--- src/rtl/predicate_speculation_tracker_pkg.sv ---
// Shared types and constants for the predicate speculation tracker slice.
package predicate_speculation_tracker_pkg;

  localparam int TIA_NUM_PREDICATES = 8;
  localparam int TIA_DI_WIDTH       = 6;
  localparam int DEFAULT_DEPTH      = 4;
  localparam int PRED_IW            = $clog2(TIA_NUM_PREDICATES);

  typedef struct packed {
    logic [PRED_IW-1:0] index;
    logic               value;
  } spec_entry_t;

  typedef enum logic {
    TRACK = 1'b0,
    FLUSH = 1'b1
  } tracker_state_t;

endpackage

--- src/rtl/predicate_speculation_tracker_if.sv ---
// Issue/datapath-facing bundle of the speculation tracker; master drives, slave is the tracker.
interface predicate_speculation_tracker_if
  import predicate_speculation_tracker_pkg::*;
#(
  parameter int NUM_PREDICATES = TIA_NUM_PREDICATES,
  parameter int DEPTH          = DEFAULT_DEPTH,
  parameter int DI_WIDTH       = TIA_DI_WIDTH
);
  localparam int IW = $clog2(NUM_PREDICATES);
  localparam int CW = $clog2(DEPTH) + 1;

  logic                      enable;
  logic                      spec_valid;
  logic                      spec_ready;
  logic [IW-1:0]             spec_index;
  logic                      spec_value;
  logic                      resolve_valid;
  logic [DI_WIDTH-1:0]       resolve_di;
  logic                      resolve_value;
  logic                      mispredict;
  logic [IW-1:0]             mispredict_index;
  logic                      corrected_value;
  logic [NUM_PREDICATES-1:0] pending_mask;
  logic [CW-1:0]             outstanding;
  logic                      protocol_error;

  modport master (
    output enable, spec_valid, spec_index, spec_value,
           resolve_valid, resolve_di, resolve_value,
    input  spec_ready, mispredict, mispredict_index, corrected_value,
           pending_mask, outstanding, protocol_error
  );

  modport slave (
    input  enable, spec_valid, spec_index, spec_value,
           resolve_valid, resolve_di, resolve_value,
    output spec_ready, mispredict, mispredict_index, corrected_value,
           pending_mask, outstanding, protocol_error
  );

endinterface

--- src/rtl/predicate_speculation_tracker_spec_entry_fifo.sv ---
// Circular buffer of speculation entries; count alone tells full from empty.
module spec_entry_fifo
  import predicate_speculation_tracker_pkg::*;
#(
  parameter int DEPTH = DEFAULT_DEPTH
) (
  input  logic                      clock,
  input  logic                      reset,
  input  logic                      push,
  input  spec_entry_t               push_entry,
  input  logic                      pop,
  input  logic                      clear,
  output spec_entry_t               head_entry,
  output logic [$clog2(DEPTH):0]    count,
  output logic [DEPTH-1:0]          live,
  output spec_entry_t               entries [DEPTH]
);

  localparam int PW = $clog2(DEPTH);
  localparam int CW = PW + 1;

  spec_entry_t   mem [DEPTH];
  logic [PW-1:0] head_q;
  logic [PW-1:0] tail_q;
  logic [CW-1:0] count_q;

  // Clear wins over push/pop so a squashing resolve drops any same-cycle push.
  always_ff @(posedge clock) begin
    if (!reset) begin
      head_q  <= '0;
      tail_q  <= '0;
      count_q <= '0;
    end else if (clear) begin
      head_q  <= '0;
      tail_q  <= '0;
      count_q <= '0;
    end else begin
      if (push) begin
        mem[tail_q] <= push_entry;
        tail_q      <= tail_q + 1'b1;
      end
      if (pop) begin
        head_q <= head_q + 1'b1;
      end
      case ({push, pop})
        2'b10:   count_q <= count_q + 1'b1;
        2'b01:   count_q <= count_q - 1'b1;
        default: count_q <= count_q;
      endcase
    end
  end

  always_comb begin
    logic [PW-1:0] offset;
    offset = '0;
    for (int i = 0; i < DEPTH; i++) begin
      offset  = PW'(i) - head_q;
      live[i] = (CW'(offset) < count_q);
    end
  end

  assign head_entry = mem[head_q];
  assign count      = count_q;
  assign entries    = mem;

endmodule

--- src/rtl/predicate_speculation_tracker.sv ---
// Checks datapath predicate writes against the predictions issued speculatively; squashes on mispredict.
module predicate_speculation_tracker
  import predicate_speculation_tracker_pkg::*;
#(
  parameter int NUM_PREDICATES = TIA_NUM_PREDICATES,
  parameter int DEPTH          = DEFAULT_DEPTH
) (
  input logic                             clock,
  input logic                             reset,
  predicate_speculation_tracker_if.slave  bus
);

  localparam int IW = $clog2(NUM_PREDICATES);
  localparam int CW = $clog2(DEPTH) + 1;

  tracker_state_t state_q;
  tracker_state_t state_d;

  spec_entry_t   head_entry;
  spec_entry_t   push_entry;
  spec_entry_t   entries [DEPTH];
  logic [CW-1:0] count;
  logic [DEPTH-1:0] live;

  logic resolve_fire;
  logic fifo_empty;
  logic head_match;
  logic resolve_correct;
  logic resolve_wrong_index;
  logic resolve_mispredict;
  logic resolve_empty;
  logic fifo_push;
  logic fifo_pop;
  logic spec_ready;

  logic          mispredict_q;
  logic [IW-1:0] mispredict_index_q;
  logic          corrected_value_q;
  logic          protocol_error_q;
  logic [NUM_PREDICATES-1:0] pending_mask;

  logic unused_di_bits;
  assign unused_di_bits = ^bus.resolve_di[TIA_DI_WIDTH-1:IW];

  assign resolve_fire        = bus.enable && (state_q == TRACK) && bus.resolve_valid;
  assign fifo_empty          = (count == '0);
  assign head_match          = (bus.resolve_di[IW-1:0] == head_entry.index[IW-1:0]);
  assign resolve_empty       = resolve_fire && fifo_empty;
  assign resolve_wrong_index = resolve_fire && !fifo_empty && !head_match;
  assign resolve_correct     = resolve_fire && !fifo_empty && head_match &&
                               (bus.resolve_value == head_entry.value);
  assign resolve_mispredict  = resolve_fire && !fifo_empty && head_match &&
                               (bus.resolve_value != head_entry.value);

  assign fifo_pop   = resolve_correct || resolve_wrong_index;
  assign fifo_push  = bus.spec_valid && spec_ready && !resolve_mispredict;
  assign push_entry = '{index: PRED_IW'(bus.spec_index), value: bus.spec_value};

  spec_entry_fifo #(.DEPTH(DEPTH)) u_fifo (
    .clock      (clock),
    .reset      (reset),
    .push       (fifo_push),
    .push_entry (push_entry),
    .pop        (fifo_pop),
    .clear      (resolve_mispredict),
    .head_entry (head_entry),
    .count      (count),
    .live       (live),
    .entries    (entries)
  );

  always_ff @(posedge clock) begin
    if (!reset) begin
      state_q <= TRACK;
    end else begin
      state_q <= state_d;
    end
  end

  always_comb begin
    state_d = state_q;
    case (state_q)
      TRACK:   if (resolve_mispredict) state_d = FLUSH;
      FLUSH:   if (bus.enable) state_d = TRACK;
      default: state_d = TRACK;
    endcase
  end

  // A pop in the same cycle frees a slot, so a full FIFO can still accept.
  always_comb begin
    spec_ready = 1'b0;
    if (bus.enable && (state_q == TRACK)) begin
      spec_ready = (count < CW'(DEPTH)) || fifo_pop;
    end
  end

  always_ff @(posedge clock) begin
    if (!reset) begin
      mispredict_q       <= 1'b0;
      mispredict_index_q <= '0;
      corrected_value_q  <= 1'b0;
      protocol_error_q   <= 1'b0;
    end else begin
      mispredict_q <= resolve_mispredict;
      if (resolve_mispredict) begin
        mispredict_index_q <= head_entry.index[IW-1:0];
        corrected_value_q  <= bus.resolve_value;
      end
      if (resolve_empty || resolve_wrong_index) begin
        protocol_error_q <= 1'b1;
      end
    end
  end

  always_comb begin
    pending_mask = '0;
    for (int i = 0; i < DEPTH; i++) begin
      if (live[i]) pending_mask[entries[i].index[IW-1:0]] = 1'b1;
    end
  end

  assign bus.spec_ready       = spec_ready;
  assign bus.mispredict       = mispredict_q && bus.enable;
  assign bus.mispredict_index = mispredict_index_q;
  assign bus.corrected_value  = corrected_value_q;
  assign bus.pending_mask     = pending_mask;
  assign bus.outstanding      = count;
  assign bus.protocol_error   = protocol_error_q;

endmodule
--- src/flat_wrapper.sv ---
// flat-port wrapper written by rule: the top's interface ports become plain ports
module predicate_speculation_tracker_flat import predicate_speculation_tracker_pkg::*;
#(
  parameter int NUM_PREDICATES = TIA_NUM_PREDICATES,
  parameter int DEPTH          = DEFAULT_DEPTH
)
  (clock, reset, bus_enable, bus_spec_valid, bus_spec_index, bus_spec_value, bus_resolve_valid, bus_resolve_di, bus_resolve_value, bus_spec_ready, bus_mispredict, bus_mispredict_index, bus_corrected_value, bus_pending_mask, bus_outstanding, bus_protocol_error);
  predicate_speculation_tracker_if #(.NUM_PREDICATES(NUM_PREDICATES), .DEPTH(DEPTH)) bus_i ();
  input logic clock;
  input logic reset;
  input wire logic [$bits(bus_i.enable)-1:0] bus_enable;
  input wire logic [$bits(bus_i.spec_valid)-1:0] bus_spec_valid;
  input wire logic [$bits(bus_i.spec_index)-1:0] bus_spec_index;
  input wire logic [$bits(bus_i.spec_value)-1:0] bus_spec_value;
  input wire logic [$bits(bus_i.resolve_valid)-1:0] bus_resolve_valid;
  input wire logic [$bits(bus_i.resolve_di)-1:0] bus_resolve_di;
  input wire logic [$bits(bus_i.resolve_value)-1:0] bus_resolve_value;
  output wire logic [$bits(bus_i.spec_ready)-1:0] bus_spec_ready;
  output wire logic [$bits(bus_i.mispredict)-1:0] bus_mispredict;
  output wire logic [$bits(bus_i.mispredict_index)-1:0] bus_mispredict_index;
  output wire logic [$bits(bus_i.corrected_value)-1:0] bus_corrected_value;
  output wire logic [$bits(bus_i.pending_mask)-1:0] bus_pending_mask;
  output wire logic [$bits(bus_i.outstanding)-1:0] bus_outstanding;
  output wire logic [$bits(bus_i.protocol_error)-1:0] bus_protocol_error;
  assign bus_i.enable = bus_enable;
  assign bus_i.spec_valid = bus_spec_valid;
  assign bus_i.spec_index = bus_spec_index;
  assign bus_i.spec_value = bus_spec_value;
  assign bus_i.resolve_valid = bus_resolve_valid;
  assign bus_i.resolve_di = bus_resolve_di;
  assign bus_i.resolve_value = bus_resolve_value;
  assign bus_spec_ready = bus_i.spec_ready;
  assign bus_mispredict = bus_i.mispredict;
  assign bus_mispredict_index = bus_i.mispredict_index;
  assign bus_corrected_value = bus_i.corrected_value;
  assign bus_pending_mask = bus_i.pending_mask;
  assign bus_outstanding = bus_i.outstanding;
  assign bus_protocol_error = bus_i.protocol_error;
  predicate_speculation_tracker #(.NUM_PREDICATES(NUM_PREDICATES), .DEPTH(DEPTH)) u_core (.clock(clock), .reset(reset), .bus(bus_i));
endmodule
--- config.mk ---
export PLATFORM = sky130hd
export DESIGN_NAME = predicate_speculation_tracker_flat
export DESIGN_NICKNAME = d
export VERILOG_FILES = /design/src/rtl/predicate_speculation_tracker_pkg.sv /design/src/rtl/predicate_speculation_tracker_if.sv /design/src/rtl/predicate_speculation_tracker_spec_entry_fifo.sv /design/src/rtl/predicate_speculation_tracker.sv /design/src/flat_wrapper.sv
export SDC_FILE = /design/constraint.sdc
export NUM_CORES = 1
export LEC_CHECK = 0
export CAP_MARGIN = 20
export CELL_PAD_IN_SITES_DETAIL_PLACEMENT = 1
export CELL_PAD_IN_SITES_GLOBAL_PLACEMENT = 1
export CORE_MARGIN = 2
export CORE_UTILIZATION = 43
export CTS_CLUSTER_DIAMETER = 150
export CTS_CLUSTER_SIZE = 40
export DETAILED_ROUTE_END_ITERATION = 10
export PLACE_DENSITY_LB_ADDON = 0.1
export SYNTH_ARGS = -nofsm -noshare
export SYNTH_HDL_FRONTEND = slang
export SYNTH_SLANG_ARGS = --single-unit
--- constraint.sdc ---
create_clock -name clock -period 7.2 [get_ports clock]
set_input_delay 1.8 -clock clock [delete_from_list [all_inputs] [get_ports clock]]
set_output_delay 1.8 -clock clock [all_outputs]
set_load 0.02 [all_outputs]
---- Yosys cells after proc, flatten, opt, wreduce, memory -nomap -nowiden ----
Cells that the tools add are included.
word-level totals
  bits in registers ....................... 30
  logic and storage cells ................. 102
  output and inout bits ................... 18
cells by class
  equality and inequality tests ........... 5
  bitwise logic cells ..................... 8
  muxes and demuxes ....................... 23
  add/sub/neg operators ................... 8
  $lt $le $gt $ge ......................... 16
  reductions and logical operators ........ 26
operators by type and width
  cell                   number
  $mux W8                4
  $or A8 B8 Y8           3
  $bwmux W16             1
  $logic_and A1 B1 Y1    16
  $lt A3 B4 Y1 const B   4
  $demux W1 S3           4
  $ge A3 B1 Y1 const B   4
  $lt A2 B3 Y1           4
  $mux W4                3
  $bmux W4 S2            1
  $demux W4 S2           1
  $mux W1                7
  $ge A3 B3 Y1 const B   2
  $not A2 Y3             2
  $pmux W3 S2            1
  $add A2 B1 Y2 const B  2
  $sub A1 B2 Y2 const A  2
  $sub A2 B2 Y2 const A  2
  $add A3 B1 Y3 const B  1
  $eq A3 B3 Y1           1
  $logic_not A1 Y1       3
  $logic_not A3 Y1       1
  $logic_or A1 B1 Y1     3
  $lt A3 B1 Y1 const B   1
  other kinds (11)       13

---- Longest topological paths before layout ----
Gate-level depths: netlist (run 1).
  word-level depth ........................ 14
  depth in mapped cells ................... 14

---- Cells and area by module ----
Synthesis (run 1) repeated with hierarchy kept, for this count alone.
unflattened totals
  cell total of the unflattened synthesis .. 174
  area, all modules ....................... 1769.2 um^2
modules (own cells, without submodules)
  module                         area an instance (um^2)  cells each  instances  seq. area each (um^2)
  spec_entry_fifo                1092.3                   81          1          620.6
  predicate_speculation_tracker  676.9                    93          1          140.1

---- Worst setup path before layout (run 1) ----
Ideal clock, no wire load.
  kind .................................... input-to-output
  from .................................... input bus_resolve_di[1]
  to ...................................... output bus_spec_ready
  cell stages on the path ................. 6
  path buffers ............................ 2
  data required time ...................... 5400 ps
  setup slack ............................. 2433 ps
  arrival time ............................ 2967 ps
  cell sequence ........................... xor2_1 or4_1 buf_6 buf_6 nand2_1 a21oi_1
on the way
  longest elaborated chain between the ends .. 6
ends and longest elaborated chain
  element                                                         line                                                                      RTL
  start, declared                                                 flat_wrapper.sv:16                                                        input wire logic [$bits(bus_i.resolve_di)-1:0] bus_resolve_di;
  $eq A3 B3 Y1 *                                                  predicate_speculation_tracker.sv:47                                       assign head_match = (bus.resolve_di[IW-1:0] == head_entry.index[IW-1:0]);
  $logic_and A1 B1 Y1 / $logic_not A1 Y1 (equally long branches)  predicate_speculation_tracker.sv:50, predicate_speculation_tracker.sv:49
  $logic_and A1 B1 Y1, on equally long branches                   predicate_speculation_tracker.sv:50, predicate_speculation_tracker.sv:49
  $logic_or A1 B1 Y1 *                                            predicate_speculation_tracker.sv:55                                       assign fifo_pop = resolve_correct || resolve_wrong_index;
  $logic_or A1 B1 Y1 *                                            predicate_speculation_tracker.sv:93                                       spec_ready = (count < CW'(DEPTH)) || fifo_pop;
  $mux W1 *                                                       predicate_speculation_tracker.sv:92                                       if (bus.enable && (state_q == TRACK)) begin
  end, declared                                                   flat_wrapper.sv:18                                                        output wire logic [$bits(bus_i.spec_ready)-1:0] bus_spec_ready;
Every way passes the cells marked *; elsewhere a longest branch is shown, timed or not.

---- Worst setup path in the final report (run 1) ----
  from .................................... input bus_resolve_di[2]
  to ...................................... output bus_spec_ready
Same word-level chain as after synthesis.

==> results.sh, run 1 <==
export IMPL_overflow=0
export IMPL_n_fill_cell=436
export IMPL_layout_min_cycle_time_ns=5.91
export IMPL_rsz0062_at_grt="false"
export IMPL_power_switching_uw=161
export IMPL_timing_critical_path_mode_cell="clkdlybuf4s50_1"
export IMPL_cts_hold_buf=0
export IMPL_fp_row_count=23
export IMPL_viasPerCell=5.85
export IMPL_ys_types=43
export IMPL_routed_wirelength_mm=4.90
export IMPL_antenna_left=0
export IMPL_path_max_fanout=17
export IMPL_hold_viol=0
export IMPL_start_kind="input port"
export IMPL_synth_edf_count=16
export IMPL_yosysSeqAreaShare_pct=41.8
export IMPL_swShare_pct=29.3
export IMPL_max_freq_mhz=169
export IMPL_grt_pass1_wl_mm=8.14
export IMPL_path_delay_family="simple AND/OR/NAND/NOR gates"
export IMPL_grt_pass1_vias=1594
export IMPL_yosys_warnings=0
export IMPL_dieArea_um2=4770
export IMPL_dr_wl_met2_mm=2.39
export IMPL_slew_headroom_pct=36.0
export IMPL_clk_insertion_delay_late_ns=0.29
export IMPL_drt_pass1_iter_count=4
export IMPL_antenna_found_initial=0
export IMPL_drt_iter0_markers=142
export IMPL_worstHoldPathType="reg -> reg"
export IMPL_drive_gt1_share_pct=6.16
export IMPL_crit_type="in -> out"
export IMPL_die_y_um=69.1
export IMPL_port_buffer_count=30
export IMPL_finalSetupTns_ns=0
export IMPL_comb_power_share_pct=26.7
export IMPL_highest_layer="met4"
export IMPL_ys_flop_type="edfxtp_1"
export IMPL_path_buf_inv=2
export IMPL_ioPinCount=34
export IMPL_clockRootBuffer="clkbuf_8"
export IMPL_skew_ns=0.00709
export IMPL_area_growth_pct=24.7
export IMPL_synth_avg_cell_area_um2=10.2
export IMPL_track_usage_pct=21.9
export IMPL_clock_sinks=30
export IMPL_clk_pin_slew_worst_paths_ns=0.07
export IMPL_outcome="finished clean"
export IMPL_num_vias=1528
export IMPL_leakagePower_nw=0.788
export IMPL_crit_slowest_cell="or4_1"
export IMPL_setup_viol=0
export IMPL_p_per_area_nw_per_um2=242
export IMPL_gp_congestion=0.857
export IMPL_p_seq_share_pct=36.5
export IMPL_cp_cell_sequence="clkdlybuf4s50_1, xor2_1, or4_1, nand2_1, a21oi_1, clkdlybuf4s50_1"
export IMPL_worst_pin_slew_ns=0.951
export IMPL_htree_levels=2
export IMPL_ys_ff_latch=30
export IMPL_fin_hold_ws_ns=0.469
export IMPL_fin_nets=236
export IMPL_grt_max_degree=18
export IMPL_yosysMostFrequentCell="edfxtp_1"
export IMPL_cap_violations=0
export IMPL_wire_per_inst_um=18.8
export IMPL_endpoint_kind="primary output"
export IMPL_post_cts_setup_buffers=0
export IMPL_dr_wl_met3_um=242
export IMPL_syn_num_nets=205
export IMPL_yosysTopAreaCellShare_pct=26.4
export IMPL_slowest_delay_ns=0.85
export IMPL_core_um2=4030
export IMPL_dpl_hpwl_mm=3.71
export IMPL_diodes=0
export IMPL_cts_resized=0
export IMPL_wl_met1_mm=2.16
export IMPL_internal_power_uw=389
export IMPL_cts_tree="done"
export IMPL_netlist_area_um2=1820
export IMPL_drc=0
export IMPL_vdd_drop_max_v=0.000138
export IMPL_async_flop_share_pct=0
export IMPL_required_ns=5.40
export IMPL_finalMaxSlewViolations=0
export IMPL_arrival_ns=4.11
export IMPL_power_frac_clock_pct=36.8
export IMPL_fin_crit_sh_pct=82.1
export IMPL_die_w_um=69.1
export IMPL_cts_buffers=5
export IMPL_start_util_pct=45.2
export IMPL_synth_commonest_cells="edfxtp_1, a21oi_1, dfxtp_1, inv_1, nand2_1"
export IMPL_synth_top_area_cell="edfxtp_1"
export IMPL_clock_tree_buffer_depth=2
export IMPL_synthTopCellsByArea="edfxtp_1, dfxtp_1, ha_1"
export IMPL_syn_inst=179
stage by stage:
step	instances	setup slack [ns]	util (%)	total power [mW]	cell area, µm²
after floorplan	179	2.43	-	0.299	1820
after global placement	253	1.36	53.1	0.346	2140
after detailed placement	253	1.29	53.1	0.351	2140
after CTS	261	1.29	56.4	0.554	2270
after global routing	261	1.19	56.4	0.576	2270
final	261	1.29	56.4	0.550	2270
worst min-delay path: cells and delay by family (launching register included):
| kind | cells | cell delay [ns] |
|---|---|---|
| DFF | 1 | 0.32 |
| buffers and inverters | 1 | 0.05 |
| AOI/OAI and AO/OA | 1 | 0.05 |
logic make-up after synthesis:
logic type / Yosys count / share of synthesized area [%]
xor+xnor: 9 / 4.33
mux: 6 / 6.25
fa+ha+maj: 10 / 7.28
simple gates: 52 / 14.2
buf+inv: 20 / 5.36
flops: 30 / 41.8
compound gates: 52 / 20.8
per-layer routing:
| layer | vias up | track usage [%] |
|---|---|---|
| li1 | 730 | - |
| met1 | 754 | 27.5 |
| met2 | 34 | 34.8 |
| met3 | 10 | 7.02 |
| met4 | 0 | 8.93 |
| met5 | - | 0 |
final timing paths:
path,startpoint,endpoint,slack (ns),cells past startpoint
setup / recovery,bus_resolve_di[2],bus_spec_ready,1.29,6
hold / removal,u_core.bus.protocol_error$_SDFFE_PN0P_,u_core.bus.protocol_error$_SDFFE_PN0P_,0.47,2
setup reg to reg,u_core.u_fifo.head_q[0]$_SDFFE_PP0P_,u_core.u_fifo.count[2]$_SDFFE_PP0P_,3.05,12
hold reg to reg,u_core.bus.protocol_error$_SDFFE_PN0P_,u_core.bus.protocol_error$_SDFFE_PN0P_,0.47,2
power by group through the flow:
stage	registers, mW	clock network [mW]	logic [mW]
6_report	0.201	0.202	0.147
5_1_grt	0.203	0.212	0.161
4_1_cts	0.201	0.206	0.148
3_5_place_dp	0.205	0	0.146
3_3_place_gp	0.204	0	0.142
2_1_floorplan	0.203	0	0.0962
state kept, by name (all words and copies together) (netlist names):
name and count:
u_core.u_fifo.count 3, u_core.u_fifo.entries 16, u_core.u_fifo.tail_q 2, u_core.bus.mispredict_index 3, u_core.mispredict_q 1, u_core.state_q 1
u_core.bus.corrected_value 1, u_core.bus.protocol_error 1, u_core.u_fifo.head_q 2
final cells by class:
type | count | area (µm²) | share of cell area (%)
well taps | 50 | 62.6 | 2.75
repair buffers | 30 | 300 | 13.2
clock buffers | 5 | 68.8 | 3.03
clock inverters | 3 | 63.8 | 2.81
inverters | 14 | 52.6 | 2.31
flip-flops and latches | 30 | 761 | 33.5
multi-input cells | 129 | 963 | 42.4
layout by cell type (no fill, tap or decap), types with 3 or more instances in the layout:
cell	n
inv_1	14
xnor2_1	4
a21oi_1	14
o221ai_1	3
a32oi_1	3
clkdlybuf4s50_1	30
edfxtp_1	16
nor2b_1	4
nand2b_1	6
o211ai_1	5
nand2_1	12
nor3_1	3
nand3_1	6
xor2_1	5
mux4_2	3
dfxtp_1	14
nor2_1	11
and2_1	5
o21bai_1	4
ha_1	9
clkbuf_8	5
o21ai_0	5
Power figures use the tool's default switching activity.
==> run 2, diff against run 1 <==
--- a/config.mk
+++ b/config.mk
@@ -9,7 +9,7 @@
 export CELL_PAD_IN_SITES_DETAIL_PLACEMENT = 1
 export CELL_PAD_IN_SITES_GLOBAL_PLACEMENT = 1
 export CORE_MARGIN = 2
-export CORE_UTILIZATION = 43
+export CORE_UTILIZATION = 40
 export CTS_CLUSTER_DIAMETER = 150
 export CTS_CLUSTER_SIZE = 40
 export DETAILED_ROUTE_END_ITERATION = 10
==> constraint.sdc (replaced) <==
create_clock -name clock -period 5.45 [get_ports clock]
set_input_delay 1.3625 -clock clock [delete_from_list [all_inputs] [get_ports clock]]
set_output_delay 1.3625 -clock clock [all_outputs]
set_load 0.02 [all_outputs]
==> run 2 against run 1 <==
Compared with the run above:
- first-iteration DRC count shrank 61%
- power rose by 15%
- register-to-register slack worse by 1.5 ns
- global-route usage shrank 2.2 points
- final area down 1.8%
- sequential cell count stayed put
==> results.sh, run 2 (synthesized netlist as in run 1, its figures left out) <==
export IMPL_die_y_um=71.5
export IMPL_cap_violations=0
export IMPL_leakagePower_nw=0.769
export IMPL_largest_reg_flops=16
export IMPL_outcome="finished clean"
export IMPL_vdd_drop_max_v=0.000152
export IMPL_drt_pass1_iter_count=4
export IMPL_ioPinCount=34
export IMPL_start_util_pct=41.6
export IMPL_rsz0062_at_grt="false"
export IMPL_cts_tree="done"
export IMPL_grt_busiest_layer="met2"
export IMPL_p_per_area_nw_per_um2=283
export IMPL_overflow=0
export IMPL_clk_insertion_delay_late_ns=0.29
export IMPL_diodes=0
export IMPL_routed_wirelength_mm=4.67
export IMPL_regArea_um2=761
export IMPL_core_um2=4380
export IMPL_start_kind="input port"
export IMPL_setup_viol=0
export IMPL_grt_max_degree=17
export IMPL_min_to="u_core.bus.protocol_error$_SDFFE_PN0P_"
export IMPL_max_freq_mhz=217
export IMPL_viasPerCell=5.72
export IMPL_cp_cell_sequence="clkdlybuf4s50_1, xor2_1, or4_1, nand2_1, a21oi_1, clkdlybuf4s50_1"
export IMPL_drc=0
export IMPL_cts_resized=0
export IMPL_area_growth_pct=22.5
export IMPL_slew_headroom_pct=48.4
export IMPL_clk_pin_slew_worst_paths_ns=0.07
export IMPL_final_util_pct=50.9
export IMPL_r2r_end="u_core.u_fifo.count[2]$_SDFFE_PP0P_"
export IMPL_dieArea_um2=5110
export IMPL_antenna_found_initial=0
export IMPL_final_cell_mix="clkdlybuf4s50_1, edfxtp_1, inv_1, a21oi_1, dfxtp_1"
export IMPL_path_depth=6
export IMPL_gp_congestion=0.843
export IMPL_antenna_left=0
export IMPL_clock_sinks=30
export IMPL_fin_nets=237
export IMPL_fin_crit_sh_pct=84.7
export IMPL_dpl_hpwl_mm=3.74
export IMPL_timing_critical_path_mode_cell="clkdlybuf4s50_1"
export IMPL_endpoint_kind="primary output"
export IMPL_total_power_uw=631
export IMPL_skew_ns=0.0121
export IMPL_layout_min_cycle_time_ns=4.62
export IMPL_multiInputGateArea_um2=963
export IMPL_path_max_fanout=3
export IMPL_grt_pass1_wl_mm=7.80
export IMPL_use_met3_pct=3.38
export IMPL_cts_buffers=5
export IMPL_crit_type="in -> out"
export IMPL_wire_per_inst_um=17.7
export IMPL_path_buf_inv=2
export IMPL_slowest_delay_ns=0.57
export IMPL_fp_row_count=24
export IMPL_finalSetupTns_ns=0
export IMPL_clockRootBuffer="clkbuf_8"
export IMPL_die_w_um=71.5
export IMPL_drt_iter0_markers=55
export IMPL_worst_pin_slew_ns=0.768
export IMPL_regToRegSetupSlack_ns=1.53
export IMPL_final_common_cell="clkdlybuf4s50_1"
export IMPL_finalMaxSlewViolations=0
export IMPL_cts_hold_buf=0
export IMPL_drive_gt1_share_pct=6.13
export IMPL_crit_slowest_cell="or4_1"
export IMPL_num_vias=1510
export IMPL_clock_tree_buffer_depth=2
export IMPL_post_cts_setup_buffers=0
export IMPL_hold_viol=0
export IMPL_gr_usage_met2_pct=33.0
export IMPL_timing_rr_start="u_core.u_fifo.head_q[0]$_SDFFE_PP0P_"
export IMPL_use_met1_pct=26.0
export IMPL_grt_pass1_vias=1563
export IMPL_htree_levels=2
export IMPL_required_ns=4.09
export IMPL_n_fill_cell=490
export IMPL_path_delay_family="buffers and inverters"
export IMPL_rr_worst_depth=13
export IMPL_port_buffer_count=30
export IMPL_min_delay_start="u_core.bus.protocol_error$_SDFFE_PN0P_"
export IMPL_arrival_ns=3.25
export IMPL_track_usage_pct=19.7
export IMPL_worstHoldPathType="reg -> reg"
export IMPL_holdPathStages=2
-- run 2: cell types whose count changed in the layout (fill, tap and decap cells not counted) --
cell,previous run,this run
bufinv_16,2,0
buf_4,0,1
clkbuf_1,0,1
clkinv_2,0,1
-- run 2: cell type report --
cell class / instances / share of cell area (%)
Multi-Input combinational cell: 129 / 43.2
Sequential cell: 30 / 34.1
Timing Repair Buffer: 31 / 13.8
Clock buffer: 6 / 3.25
Tap cell: 52 / 2.92
Inverter: 14 / 2.36
Clock inverter: 2 / 0.393
-- run 2: per-layer routing --
layer  share of wire (%)  up-vias
met4                 1.4        0
met1                  46      744
met5                   0        -
met2                  49       28
met3                 3.4        7
li1                    -      731
-- run 2: through the flow --
stage,setup WS [ns],hold slack [ns],instances,instance area (µm²)
after floorplan,1.56,0.518,179,1820
after global placement,0.884,0.441,256,2150
after detailed placement,0.833,0.452,256,2150
after CTS,0.834,0.459,264,2230
after global routing,0.774,0.494,264,2230
final,0.834,0.458,264,2230
-- run 2: worst max-delay path by stage --
stage	endpoint	start	slack, ns
final	bus_spec_ready	bus_resolve_di[1]	0.83
after global routing	bus_spec_ready	bus_resolve_di[1]	0.77
after CTS	bus_spec_ready	bus_resolve_di[1]	0.83
after detailed placement	bus_spec_ready	bus_resolve_di[1]	0.83
after global placement	bus_spec_ready	bus_resolve_di[1]	0.88
after floorplan	bus_spec_ready	bus_resolve_di[1]	1.56
-- run 2: where the power goes --
part           switching, mW  leakage, nW  internal, mW
Clock                 0.0847       0.0426        0.0876
Sequential            0.0163        0.259         0.249
Combinational          0.107        0.468        0.0863
-- run 2: worst register-to-register path, delay by kind of cell, from the launching register on --
family	cells	cell delay (ns)
simple gates	4	0.92
mux	1	0.69
flops	1	0.64
fa+ha+maj	2	0.56
xor+xnor	3	0.49
buf+inv	2	0.30
compound gates	1	0.21
==> run 3, diff against run 2 <==
--- a/config.mk
+++ b/config.mk
@@ -9,7 +9,7 @@
 export CELL_PAD_IN_SITES_DETAIL_PLACEMENT = 1
 export CELL_PAD_IN_SITES_GLOBAL_PLACEMENT = 1
 export CORE_MARGIN = 2
-export CORE_UTILIZATION = 40
+export CORE_UTILIZATION = 36
 export CTS_CLUSTER_DIAMETER = 150
 export CTS_CLUSTER_SIZE = 40
 export DETAILED_ROUTE_END_ITERATION = 10
==> constraint.sdc (replaced) <==
create_clock -name clock -period 4.2 [get_ports clock]
set_input_delay 1.05 -clock clock [delete_from_list [all_inputs] [get_ports clock]]
set_output_delay 1.05 -clock clock [all_outputs]
set_load 0.02 [all_outputs]
==> run 3 against run 2 <==
Compared with the run above:
- clock skew is 0.0027 ns lower
- final cell count is 7.6% higher
- critical path depth unchanged
- critical endpoint unchanged
- sequential cell count did not move
- power increased by 30%
- non-clock buffer count rose by 5
- combinational power increased by 35%
- sequential share of layout area fell by 0.82 points
- first-iteration DRC count up 42%
- largest cell class unchanged
- setup slack got worse by 0.61 ns
- final area is 2.5% higher
==> results.sh, run 3 (synthesized netlist as in run 1, its figures left out) <==
export IMPL_outcome="finished clean"
export IMPL_layout_min_cycle_time_ns=3.97
export IMPL_htree_levels=2
export IMPL_start_util_pct=38.1
export IMPL_antenna_found_initial=0
export IMPL_finalSetupTns_ns=0
export IMPL_fin_nets=242
export IMPL_cts_resized=0
export IMPL_core_um2=4790
export IMPL_skew_ns=0.00932
export IMPL_crit_type="in -> out"
export IMPL_die_y_um=75.1
export IMPL_port_buffer_count=30
export IMPL_clk_pin_slew_worst_paths_ns=0.06
export IMPL_endpoint_kind="primary output"
export IMPL_worstHoldPathType="reg -> reg"
export IMPL_leakagePower_nw=0.791
export IMPL_total_power_uw=819
export IMPL_vdd_drop_max_v=0.000190
export IMPL_rsz0062_at_grt="false"
export IMPL_required_ns=3.15
export IMPL_place_area_um2=2210
export IMPL_grt_pass1_wl_mm=7.79
export IMPL_track_usage_pct=18.7
export IMPL_cts_buffers=5
export IMPL_arrival_ns=2.92
export IMPL_viasPerCell=5.44
export IMPL_wire_per_inst_um=16.7
export IMPL_diodes=0
export IMPL_dieArea_um2=5650
export IMPL_drt_pass1_iter_count=4
export IMPL_clockRootBuffer="clkbuf_8"
export IMPL_grt_pass1_vias=1606
export IMPL_n_fill_cell=546
export IMPL_antenna_left=0
export IMPL_fin_crit_sh_pct=94.6
export IMPL_slew_headroom_pct=44.7
export IMPL_hold_viol=0
export IMPL_ioPinCount=34
export IMPL_final_common_cell="clkdlybuf4s50_1"
export IMPL_clock_tree_buffer_depth=2
export IMPL_max_freq_mhz=252
export IMPL_rr_worst_depth=13
export IMPL_holdPathStages=2
export IMPL_cts_tree="done"
export IMPL_largest_reg_flops=16
export IMPL_overflow=0
export IMPL_final_cell_mix="clkdlybuf4s50_1, edfxtp_1, inv_1, a21oi_1, dfxtp_1"
export IMPL_fp_row_count=25
export IMPL_num_vias=1545
export IMPL_start_kind="input port"
export IMPL_path_max_fanout=3
export IMPL_clock_sinks=30
export IMPL_finalMaxSlewViolations=0
export IMPL_post_cts_setup_buffers=0
export IMPL_cts_hold_buf=0
export IMPL_worst_pin_slew_ns=0.823
export IMPL_clk_insertion_delay_late_ns=0.28
export IMPL_cap_violations=0
export IMPL_post_route_cell_area_um2=2290
export IMPL_grt_max_degree=17
export IMPL_die_w_um=75.1
export IMPL_dpl_hpwl_mm=3.74
export IMPL_p_per_area_nw_per_um2=358
export IMPL_routed_wirelength_mm=4.74
export IMPL_gp_congestion=0.883
export IMPL_area_growth_pct=25.5
export IMPL_drive_gt1_share_pct=7.83
export IMPL_drt_iter0_markers=78
export IMPL_setup_viol=0
export IMPL_drc=0
==> run 3: where the power goes <==
group          switching [mW]  leakage [nW]  internal [mW]
clock                   0.107        0.0407          0.110
combinational           0.145         0.492          0.117
sequential             0.0173         0.259          0.323
total                   0.269         0.791          0.550
==> run 3: worst max-delay path, stage by stage <==
cell and delay, ns:
clkdlybuf4s50_1 0.43, xor2_1 0.19, or4_1 0.55, nand2_1 0.09
a21oi_1 0.06, clkdlybuf4s50_1 0.55
==> run 3: through the flow <==
stage,hold slack [ns],util [%],instances,worst slack (ns)
detailed placement,0.447,46.1,276,0.220
CTS,0.457,47.8,284,0.217
floorplan,0.518,-,179,0.887
global route,0.493,47.8,284,0.0748
finish,0.453,47.8,284,0.227
global placement,0.440,46.1,276,0.212
==> run 3: path summary, 6_finish.rpt <==
path                                          start  slack, ns                                endpoint
max                               bus_resolve_di[2]       0.23                          bus_spec_ready
min          u_core.bus.protocol_error$_SDFFE_PN0P_       0.45  u_core.bus.protocol_error$_SDFFE_PN0P_
min reg2reg  u_core.bus.protocol_error$_SDFFE_PN0P_       0.45  u_core.bus.protocol_error$_SDFFE_PN0P_
max reg2reg      u_core.u_fifo.entries[6]$_DFFE_PP_       0.64     u_core.u_fifo.count[2]$_SDFFE_PP0P_
==> run 3: final cells by class <==
type                            count  area (µm²)  share of cell area [%]
Clock buffer                        5        68.8                    3.01
Clock inverter                      3        11.3                   0.493
Inverter                           14        52.6                    2.30
Multi-Input combinational cell    129         963                    42.1
Sequential cell                    30         761                    33.3
Tap cell                           67        83.8                    3.67
Timing Repair Buffer               36         345                    15.1
==> run 3: routing by layer <==
metal / GRT usage (%) / vias up / share of wire [%] / wire [µm]
li1: - / 741 / - / -
met1: 24.2 / 764 / 47 / 2210
met2: 29.9 / 29 / 48 / 2290
met3: 3.88 / 11 / 2.7 / 129
met4: 8.58 / 0 / 2.3 / 108
met5: 0 / - / 0 / 0
